==> src/rtl/hazard_scheduler_pkg.sv <==
`default_nettype none
// +--------------------------------------------------------------------+
// | Module   : hazard_scheduler_pkg                                    |
// | Purpose  : State encodings and output decode for hazard_scheduler  |
// | Revision : 1.0                                                     |
// +--------------------------------------------------------------------+
package hazard_scheduler_pkg;

    localparam int STATE_W = 2;
    localparam int CNT_W   = 3;

    typedef enum logic [STATE_W-1:0] {
        ST_IDLE     = 2'd0,
        ST_VOID     = 2'd1,
        ST_FLUSH    = 2'd2,
        ST_WAIT_MEM = 2'd3
    } state_t;

    typedef struct packed {
        logic is_void;
        logic pc_hold;
        logic flush;
    } hz_out_t;

    // Moore decode; FLUSH lets fetch advance to the branch target.
    function automatic hz_out_t decode_outputs(input state_t s);
        hz_out_t o;
        o = '0;
        case (s)
            ST_VOID:     begin o.is_void = 1'b1; o.pc_hold = 1'b1; end
            ST_FLUSH:    begin o.is_void = 1'b1; o.flush   = 1'b1; end
            ST_WAIT_MEM: begin o.is_void = 1'b1; o.pc_hold = 1'b1; end
            default:     o = '0;
        endcase
        return o;
    endfunction

endpackage
`default_nettype wire

==> src/rtl/hazard_scheduler_if.sv <==
`default_nettype none
// +--------------------------------------------------------------------+
// | Module   : hazard_scheduler_if                                     |
// | Purpose  : Stall requests in, bubble/hold/flush controls out       |
// | Revision : 1.0                                                     |
// +--------------------------------------------------------------------+
interface hazard_scheduler_if #(
    parameter int STAT_W = 16
);
    import hazard_scheduler_pkg::*;

    logic               is_load;
    logic               is_branch_taken;
    logic               mem_busy;
    logic               is_void;
    logic               pc_hold;
    logic               flush;
    logic [STATE_W-1:0] state_dbg;
    logic [STAT_W-1:0]  void_count;

    modport master (
        output is_load, is_branch_taken, mem_busy,
        input  is_void, pc_hold, flush, state_dbg, void_count
    );

    modport slave (
        input  is_load, is_branch_taken, mem_busy,
        output is_void, pc_hold, flush, state_dbg, void_count
    );

endinterface
`default_nettype wire

==> src/rtl/hazard_scheduler_void_counter.sv <==
`default_nettype none
// +--------------------------------------------------------------------+
// | Module   : hazard_scheduler_void_counter                           |
// | Purpose  : Loadable 3-bit down-counter that parks at 1             |
// | Revision : 1.0                                                     |
// +--------------------------------------------------------------------+
module hazard_scheduler_void_counter
    import hazard_scheduler_pkg::*;
(
    input  wire logic             clk,
    input  wire logic             rst_n,
    input  wire logic             load,
    input  wire logic [CNT_W-1:0] load_val,
    output logic      [CNT_W-1:0] cnt,
    output logic                  last
);

    logic [CNT_W-1:0] r_cnt;

    // Never wraps: a loaded value counts down to 1 and holds there.
    always_ff @(posedge clk) begin
        if (!rst_n) begin
            r_cnt <= '0;
        end else if (load) begin
            r_cnt <= load_val;
        end else if (r_cnt > CNT_W'(1)) begin
            r_cnt <= r_cnt - CNT_W'(1);
        end
    end

    assign cnt  = r_cnt;
    assign last = (r_cnt == CNT_W'(1));

endmodule
`default_nettype wire

==> src/rtl/hazard_scheduler.sv <==
`default_nettype none
// +--------------------------------------------------------------------+
// | Module   : hazard_scheduler                                        |
// | Purpose  : Load-use / branch / memory-busy bubble sequencer        |
// | Revision : 1.0                                                     |
// +--------------------------------------------------------------------+
module hazard_scheduler
    import hazard_scheduler_pkg::*;
#(
    parameter int LOAD_VOID_CYCLES    = 2,
    parameter int BRANCH_FLUSH_CYCLES = 1,
    parameter int STAT_W              = 16
) (
    input  wire logic         clk,
    input  wire logic         rst_n,
    hazard_scheduler_if.slave bus
);

    localparam logic [CNT_W-1:0]  c_load_val  = CNT_W'(LOAD_VOID_CYCLES);
    localparam logic [CNT_W-1:0]  c_flush_val = CNT_W'(BRANCH_FLUSH_CYCLES);
    localparam bit                c_load_en   = (LOAD_VOID_CYCLES > 0);
    localparam logic [STAT_W-1:0] c_stat_max  = '1;

    state_t             r_state;
    hz_out_t            r_out;
    logic [STAT_W-1:0]  r_void_count;

    state_t             w_state_nxt;
    logic               w_cnt_load;
    logic [CNT_W-1:0]   w_cnt_val;
    logic [CNT_W-1:0]   w_cnt;
    logic               w_cnt_last;
    logic               w_cnt_done;

    hazard_scheduler_void_counter u_void_counter (
        .clk      (clk),
        .rst_n    (rst_n),
        .load     (w_cnt_load),
        .load_val (w_cnt_val),
        .cnt      (w_cnt),
        .last     (w_cnt_last)
    );

    // An unloaded (zero) counter also ends a timed state so it can never stick.
    assign w_cnt_done = w_cnt_last || (w_cnt == '0);

    always_comb begin
        w_state_nxt = r_state;
        w_cnt_load  = 1'b0;
        w_cnt_val   = c_flush_val;
        if (bus.is_branch_taken) begin
            w_state_nxt = ST_FLUSH;
            w_cnt_load  = 1'b1;
        end else begin
            case (r_state)
                ST_IDLE: begin
                    if (bus.mem_busy) begin
                        w_state_nxt = ST_WAIT_MEM;
                    end else if (bus.is_load && c_load_en) begin
                        w_state_nxt = ST_VOID;
                        w_cnt_load  = 1'b1;
                        w_cnt_val   = c_load_val;
                    end
                end
                ST_VOID, ST_FLUSH: begin
                    if (w_cnt_done) begin
                        w_state_nxt = bus.mem_busy ? ST_WAIT_MEM : ST_IDLE;
                    end
                end
                ST_WAIT_MEM: begin
                    if (!bus.mem_busy) begin
                        w_state_nxt = ST_IDLE;
                    end
                end
                default: w_state_nxt = ST_IDLE;
            endcase
        end
    end

    // Outputs are registered from the next state so they track r_state exactly.
    always_ff @(posedge clk) begin
        if (!rst_n) begin
            r_state      <= ST_IDLE;
            r_out        <= '0;
            r_void_count <= '0;
        end else begin
            r_state <= w_state_nxt;
            r_out   <= decode_outputs(w_state_nxt);
            if (r_out.is_void && (r_void_count != c_stat_max)) begin
                r_void_count <= r_void_count + STAT_W'(1);
            end
        end
    end

    assign bus.is_void    = r_out.is_void;
    assign bus.pc_hold    = r_out.pc_hold;
    assign bus.flush      = r_out.flush;
    assign bus.state_dbg  = r_state;
    assign bus.void_count = r_void_count;

endmodule
`default_nettype wire

==> src/flat_wrapper.sv <==
// flat-port wrapper written by rule: the top's interface ports become plain ports
module hazard_scheduler_flat import hazard_scheduler_pkg::*;
#(
    parameter int LOAD_VOID_CYCLES    = 2,
    parameter int BRANCH_FLUSH_CYCLES = 1,
    parameter int STAT_W              = 16
)
  (clk, rst_n, bus_is_load, bus_is_branch_taken, bus_mem_busy, bus_is_void, bus_pc_hold, bus_flush, bus_state_dbg, bus_void_count);
  hazard_scheduler_if #(.STAT_W(STAT_W)) bus_i ();
  input  wire logic clk;
  input  wire logic rst_n;
  input wire logic [$bits(bus_i.is_load)-1:0] bus_is_load;
  input wire logic [$bits(bus_i.is_branch_taken)-1:0] bus_is_branch_taken;
  input wire logic [$bits(bus_i.mem_busy)-1:0] bus_mem_busy;
  output wire logic [$bits(bus_i.is_void)-1:0] bus_is_void;
  output wire logic [$bits(bus_i.pc_hold)-1:0] bus_pc_hold;
  output wire logic [$bits(bus_i.flush)-1:0] bus_flush;
  output wire logic [$bits(bus_i.state_dbg)-1:0] bus_state_dbg;
  output wire logic [$bits(bus_i.void_count)-1:0] bus_void_count;
  assign bus_i.is_load = bus_is_load;
  assign bus_i.is_branch_taken = bus_is_branch_taken;
  assign bus_i.mem_busy = bus_mem_busy;
  assign bus_is_void = bus_i.is_void;
  assign bus_pc_hold = bus_i.pc_hold;
  assign bus_flush = bus_i.flush;
  assign bus_state_dbg = bus_i.state_dbg;
  assign bus_void_count = bus_i.void_count;
  hazard_scheduler #(.LOAD_VOID_CYCLES(LOAD_VOID_CYCLES), .BRANCH_FLUSH_CYCLES(BRANCH_FLUSH_CYCLES), .STAT_W(STAT_W)) u_core (.clk(clk), .rst_n(rst_n), .bus(bus_i));
endmodule
==> config.mk <==
export PLATFORM = sky130hd
export DESIGN_NAME = hazard_scheduler_flat
export DESIGN_NICKNAME = d
export VERILOG_FILES = /design/src/rtl/hazard_scheduler_pkg.sv /design/src/rtl/hazard_scheduler_if.sv /design/src/rtl/hazard_scheduler_void_counter.sv /design/src/rtl/hazard_scheduler.sv /design/src/flat_wrapper.sv
export SDC_FILE = /design/constraint.sdc
export NUM_CORES = 1
export LEC_CHECK = 0
export CORE_MARGIN = 10
export CORE_UTILIZATION = 55
export CTS_CLUSTER_DIAMETER = 30
export DETAILED_ROUTE_END_ITERATION = 8
export PLACE_DENSITY_LB_ADDON = 0.12
export SKIP_CTS_REPAIR_TIMING = 1
export SYNTH_ARGS = -nofsm -noshare
export SYNTH_HDL_FRONTEND = slang
export SYNTH_HIERARCHICAL = 1
export SYNTH_SLANG_ARGS = --single-unit
==> constraint.sdc <==
create_clock -name clk -period 5.56 [get_ports clk]
set_clock_uncertainty 0.1 [all_clocks]
set_input_delay 0.556 -clock clk [delete_from_list [all_inputs] [get_ports clk]]
set_output_delay 0.556 -clock clk [all_outputs]
set_load 0.1 [all_outputs]
Word-level counts from Yosys, hierarchy flattened:

Cells that the tools add are included.

* flip-flop bits (word level): 24
* output and inout bits: 21
* input bits: 5
* logic and storage cells: 45

* multiplexer cells: 20
* order comparisons: 1
* add/sub/neg operators: 2
* equal/unequal tests: 8
* reductions and logical operators: 8

Operator list (count)
* 16-bit by 1-bit adder with 16-bit output (second input constant): 1
* 16-bit != test (second input constant): 1
* 3-bit 2-to-1 mux: 5
* 2-bit 2-to-1 mux: 7
* 2-bit == test (second input constant): 4
* 1-bit 2-to-1 mux: 7
* 2-bit case mux with 3 select lines: 1
* 2-bit by 1-bit == test with 1-bit output (second input constant): 2
* 2-bit OR reduction: 2
* 3-bit by 1-bit == test with 1-bit output (second input constant): 1
* 3-bit by 1-bit > comparator with 1-bit output (second input constant): 1
* 3-bit zero test: 1
* 3-bit OR reduction: 1
* 3-bit by 1-bit subtractor with 3-bit output (second input constant): 1
* 2-bit zero test: 1
* 2-bit nonzero test: 1
* 1-bit logical AND: 1
* 1-bit logical OR: 1

Longest topological paths before layout:

* depth after elaboration: 8
* depth in mapped cells: 7
* depth with buffers taken out: 7

Modules after synthesis:

The synthesis kept the hierarchy.

By module, submodules not included
* hazard_scheduler: area each 1132.3 um2, instances 1, cells each 132
* hazard_scheduler_void_counter: area each 211.5 um2, instances 1, cells each 26

Least setup slack after synthesis:

Ideal clock, no wire load.

* kind: reg2reg
* from: register u_core.r_void_count[1], in the netlist u_core/bus.void_count[1]
* to: register u_core.r_void_count[10], in the netlist u_core/bus.void_count[10]
* setup slack: 2.923 ns
* stages on the path, launching flop included: 6
* library setup time: 0.070 ns
* required time: 5.390 ns
* path buffers: 0
* arrival: 2.467 ns
* period minus slack after synthesis: 2.637 ns
* cells stage by stage: dfxtp_1 > ha_1 > nand2_1 > or4_1 > or3_1 > a21oi_1

* cells in the longest elaborated chain, start to end: 2
* elaborated cells between the ends (all ways): 3
* classes of those cells: add/sub: 1; eq/ne: 1; reduce/logical: 1

RTL lines
* from (decl): line hazard_scheduler.sv:26 `logic [STAT_W-1:0] r_void_count;`
* from (signal assigned): line hazard_scheduler.sv:90 `r_void_count <= r_void_count + STAT_W'(1);`
* parallel branches: the longest is 2 deep, another holds 16-bit by 1-bit adder with 16-bit output

Several ways; the timed one is not identified.
A chain may end at the register's enable or synchronous reset.

Worst setup path in the final report:

* from: register u_core.r_out (netlist bit u_core/bus.is_void)
* to: output port bus_is_void

RTL lines
* from (decl): line hazard_scheduler.sv:25 `hz_out_t r_out;`
* from (signal assigned): line hazard_scheduler.sv:88 `r_out <= decode_outputs(w_state_nxt);`
* to (decl): line flat_wrapper.sv:15 `output wire logic [$bits(bus_i.is_void)-1:0] bus_is_void;`

No word-level cell between the ends.

==> impl_results.md <==
- Status: completed
- 1st-pass router iterations: 4
- Routed length per instance: 15.28 um
- Reg power frac: 44.0%
- Routability Congestion: 0.8533
- I/O pins: 26
- Leak: 0.5524 nW
- Setup TNS Final: 0 ns
- Clk sinks: 24
- Delay-heaviest family, CP: buffers and inverters
- Initial antenna violation count: 0
- CP Cell Sequence: clkdlybuf4s50_1
- Synthesized flop and latch total: 24
- Unique cell type count in the Yosys netlist: 45
- Die footprint: 4821 um^2
- Final wirelength: 3240 um
- Int Pwr: 290.9 uW
- Final setup vio count: 0
- Max Cap Viol: 0
- Initial DRC count: 147
- Fmax: 372.9 MHz
- Largest net degree at the start of global routing: 18
- Critical-path cell with the highest stage delay: clkdlybuf4s50_1
- Rows: 17
- Cells after Synth: 158
- TritonCTS buffer count: 3
- Root Driver: clkbuf_4
- Fin crit share: 48.23%
- Longest Clk Path Bufs: 2
- Sw frac: 34.67%
- Mapped Nets: 169
- Die H: 69.43 um
- Dpl ws: 2.990 ns
- CP Class: reg -> out
- Critical path data arrival time: 2.03 ns
- Power density over the cells: 267.6 nW/um^2
- Antenna-violating nets left: 0
- Critical path required time: 4.90 ns
- Share of post-route cells with drive strength above 1: 9.239%
- Count of flip-flops with a built-in enable after synthesis: 0
- CP max FO: 8
- Top-area cell type share of the netlist area: 35.75%
- CTS tree: yes
- Worst-path clk slew: 0.14 ns
- Pwr Total: 445.3 uW
- Final nets: 196
- All-Layer GR Usage: 12.77%
- Hpwl dp: 2444 um
- Vias in the first global route: 1,207
- Starting Density: 59.04%
- Combinational share of power: 27.9%
- First-pass GRT wire length: 5444 um
- Dominant cells by area after synthesis: dfxtp_1 (36%), ha_1 (5.6%), a21oi_1 (5.2%)
- Placed insts: 208
- Cell type with the largest total area after synthesis: dfxtp_1
- Max-Slew Margin vs Limit: 20.56%
- Net Sw Power: 154.4 uW
- Crit. End Element: output pin
- Netlist Area Pre-Place: 1344 um^2
- Layout Cells excl Fill: 212
- Area Growth Syn to Fin: 23.84%
- Clock Power Share: 28.1%
- Slew @ Worst Pin: 1.182 ns
- I/O Buffers: 25
- Die W: 69.43 um
- Syn Area/Cell: 8.505 um^2
- Via count: 1,288
- Synth warnings: 6
- CP Buf/Inv Count: 1
- Vias per cell: 6.075
- Fillers: 190
- Startpoint types: flip-flop
- Peak supply drop: 0.0002496 V
- Unrepaired setup endpoints after global routing: false
- Gr ovfl total: 0
- Final Hold Fails: 0
- # diodes: 0
- Final Critical Period: 2.682 ns
- DRC viols: 0
- Core box area: 2276 um^2
- Worst-Skew Late Latency: 0.31 ns
- Ys async rst share: 0%
- Worst hold slack: 0.4084 ns
- Final Max Slew Viols: 0
- Synth Flop Type: dfxtp_1
- Worst Hold Class: reg -> reg
- H-tree depth: 1
- Post-route setup slack: 2.878 ns
- Crit-path max cell delay: 1.20 ns
- Register area share after synthesis: 35.75%
==> state kept, by name, indices dropped and copies added (netlist names) <==
signal and count:
u_core/bus.flush 1, u_core/bus.is_void 1, u_core/bus.pc_hold 1, u_core/bus.state_dbg 2, u_core/bus.void_count 16, u_core/u_void_counter/cnt 3
==> per-stage QoR <==
step	instance area, um^2	util, %
floorplan	1344	-
global placement	1612	70.81
detailed placement	1612	70.81
CTS	1664	73.12
global route	1664	73.12
finish	1664	73.12
==> Yosys cell counts, types with 2 or more instances <==
cell / number
o21ai_0: 10
mux2i_1: 3
nor2b_1: 2
nor3_1: 4
nor4_1: 3
o31ai_1: 4
o21a_1: 3
or3_1: 5
nand2b_1: 4
nand4_1: 7
o211ai_1: 3
dfxtp_1: 24
a21oi_1: 14
a31o_2: 2
nor2_1: 4
or4_1: 4
nand3_1: 4
ha_1: 6
o31a_1: 3
inv_1: 12
or2_2: 2
a31oi_1: 3
nand2_1: 10
==> cell usage in the layout, fill, tap and decap left out, types with 4 or more instances in the layout <==
master,count
dfxtp_1,24
ha_1,6
a21oi_1,14
inv_1,12
nand2b_1,4
or4_1,4
nor3_1,4
nand4_1,7
nor2_1,4
o31ai_1,4
nand2_1,10
nand3_1,4
o21ai_0,10
clkdlybuf4s50_1,25
or3_1,5
==> routing by layer <==
layer / vias up / share of wire [%] / track usage [%]
met1: 604 / 44 / 15.47
met5: - / 0 / 0
li1: 650 / - / -
met3: 6 / 6.9 / 4.280
met2: 28 / 46 / 19.15
met4: 0 / 2.5 / 7.095
==> cell type report <==
| type | instances | area (um^2) | share of cell area (%) |
|---|---|---|---|
| Inverter | 12 | 45.04 | 2.707 |
| Sequential cell | 24 | 480.5 | 28.87 |
| Clock inverter | 1 | 30.03 | 1.805 |
| Multi-Input combinational cell | 119 | 800.8 | 48.12 |
| Tap cell | 28 | 35.03 | 2.105 |
| Clock buffer | 3 | 22.52 | 1.353 |
| Timing Repair Buffer | 25 | 250.2 | 15.04 |
==> power by group through the flow <==
stage	combinational (mW)	sequential, mW	clock [mW]
6_report	0.124	0.196	0.125
5_1_grt	0.132	0.198	0.138
4_1_cts	0.124	0.196	0.129
3_5_place_dp	0.123	0.199	0
3_3_place_gp	0.121	0.198	0
2_1_floorplan	0.0420	0.250	0
==> cell families (layout without fill, tap and decap cells) <==
kind of cell	after synthesis	count (layout)	synth area share, %
simple gates	62	62	28.86
compound gates	47	47	22.63
fa+ha+maj	6	6	5.586
mux	3	3	2.235
other cells	1	1	0.2791
flops	24	24	35.75
buf+inv	15	41	4.655
==> final timing paths <==
| path | from | endpoint | slack [ns] | cells past startpoint |
|---|---|---|---|---|
| worst max-delay path | u_core/bus.is_void | bus_is_void | 2.88 | 1 |
| worst max register to register | u_core/bus.void_count[0] | u_core/bus.void_count[0] | 3.09 | 5 |
| worst min register to register | u_core/bus.void_count[9] | u_core/bus.void_count[9] | 0.41 | 2 |
| worst min-delay path | u_core/bus.void_count[9] | u_core/bus.void_count[9] | 0.41 | 2 |
Power figures use the tool's default switching activity.
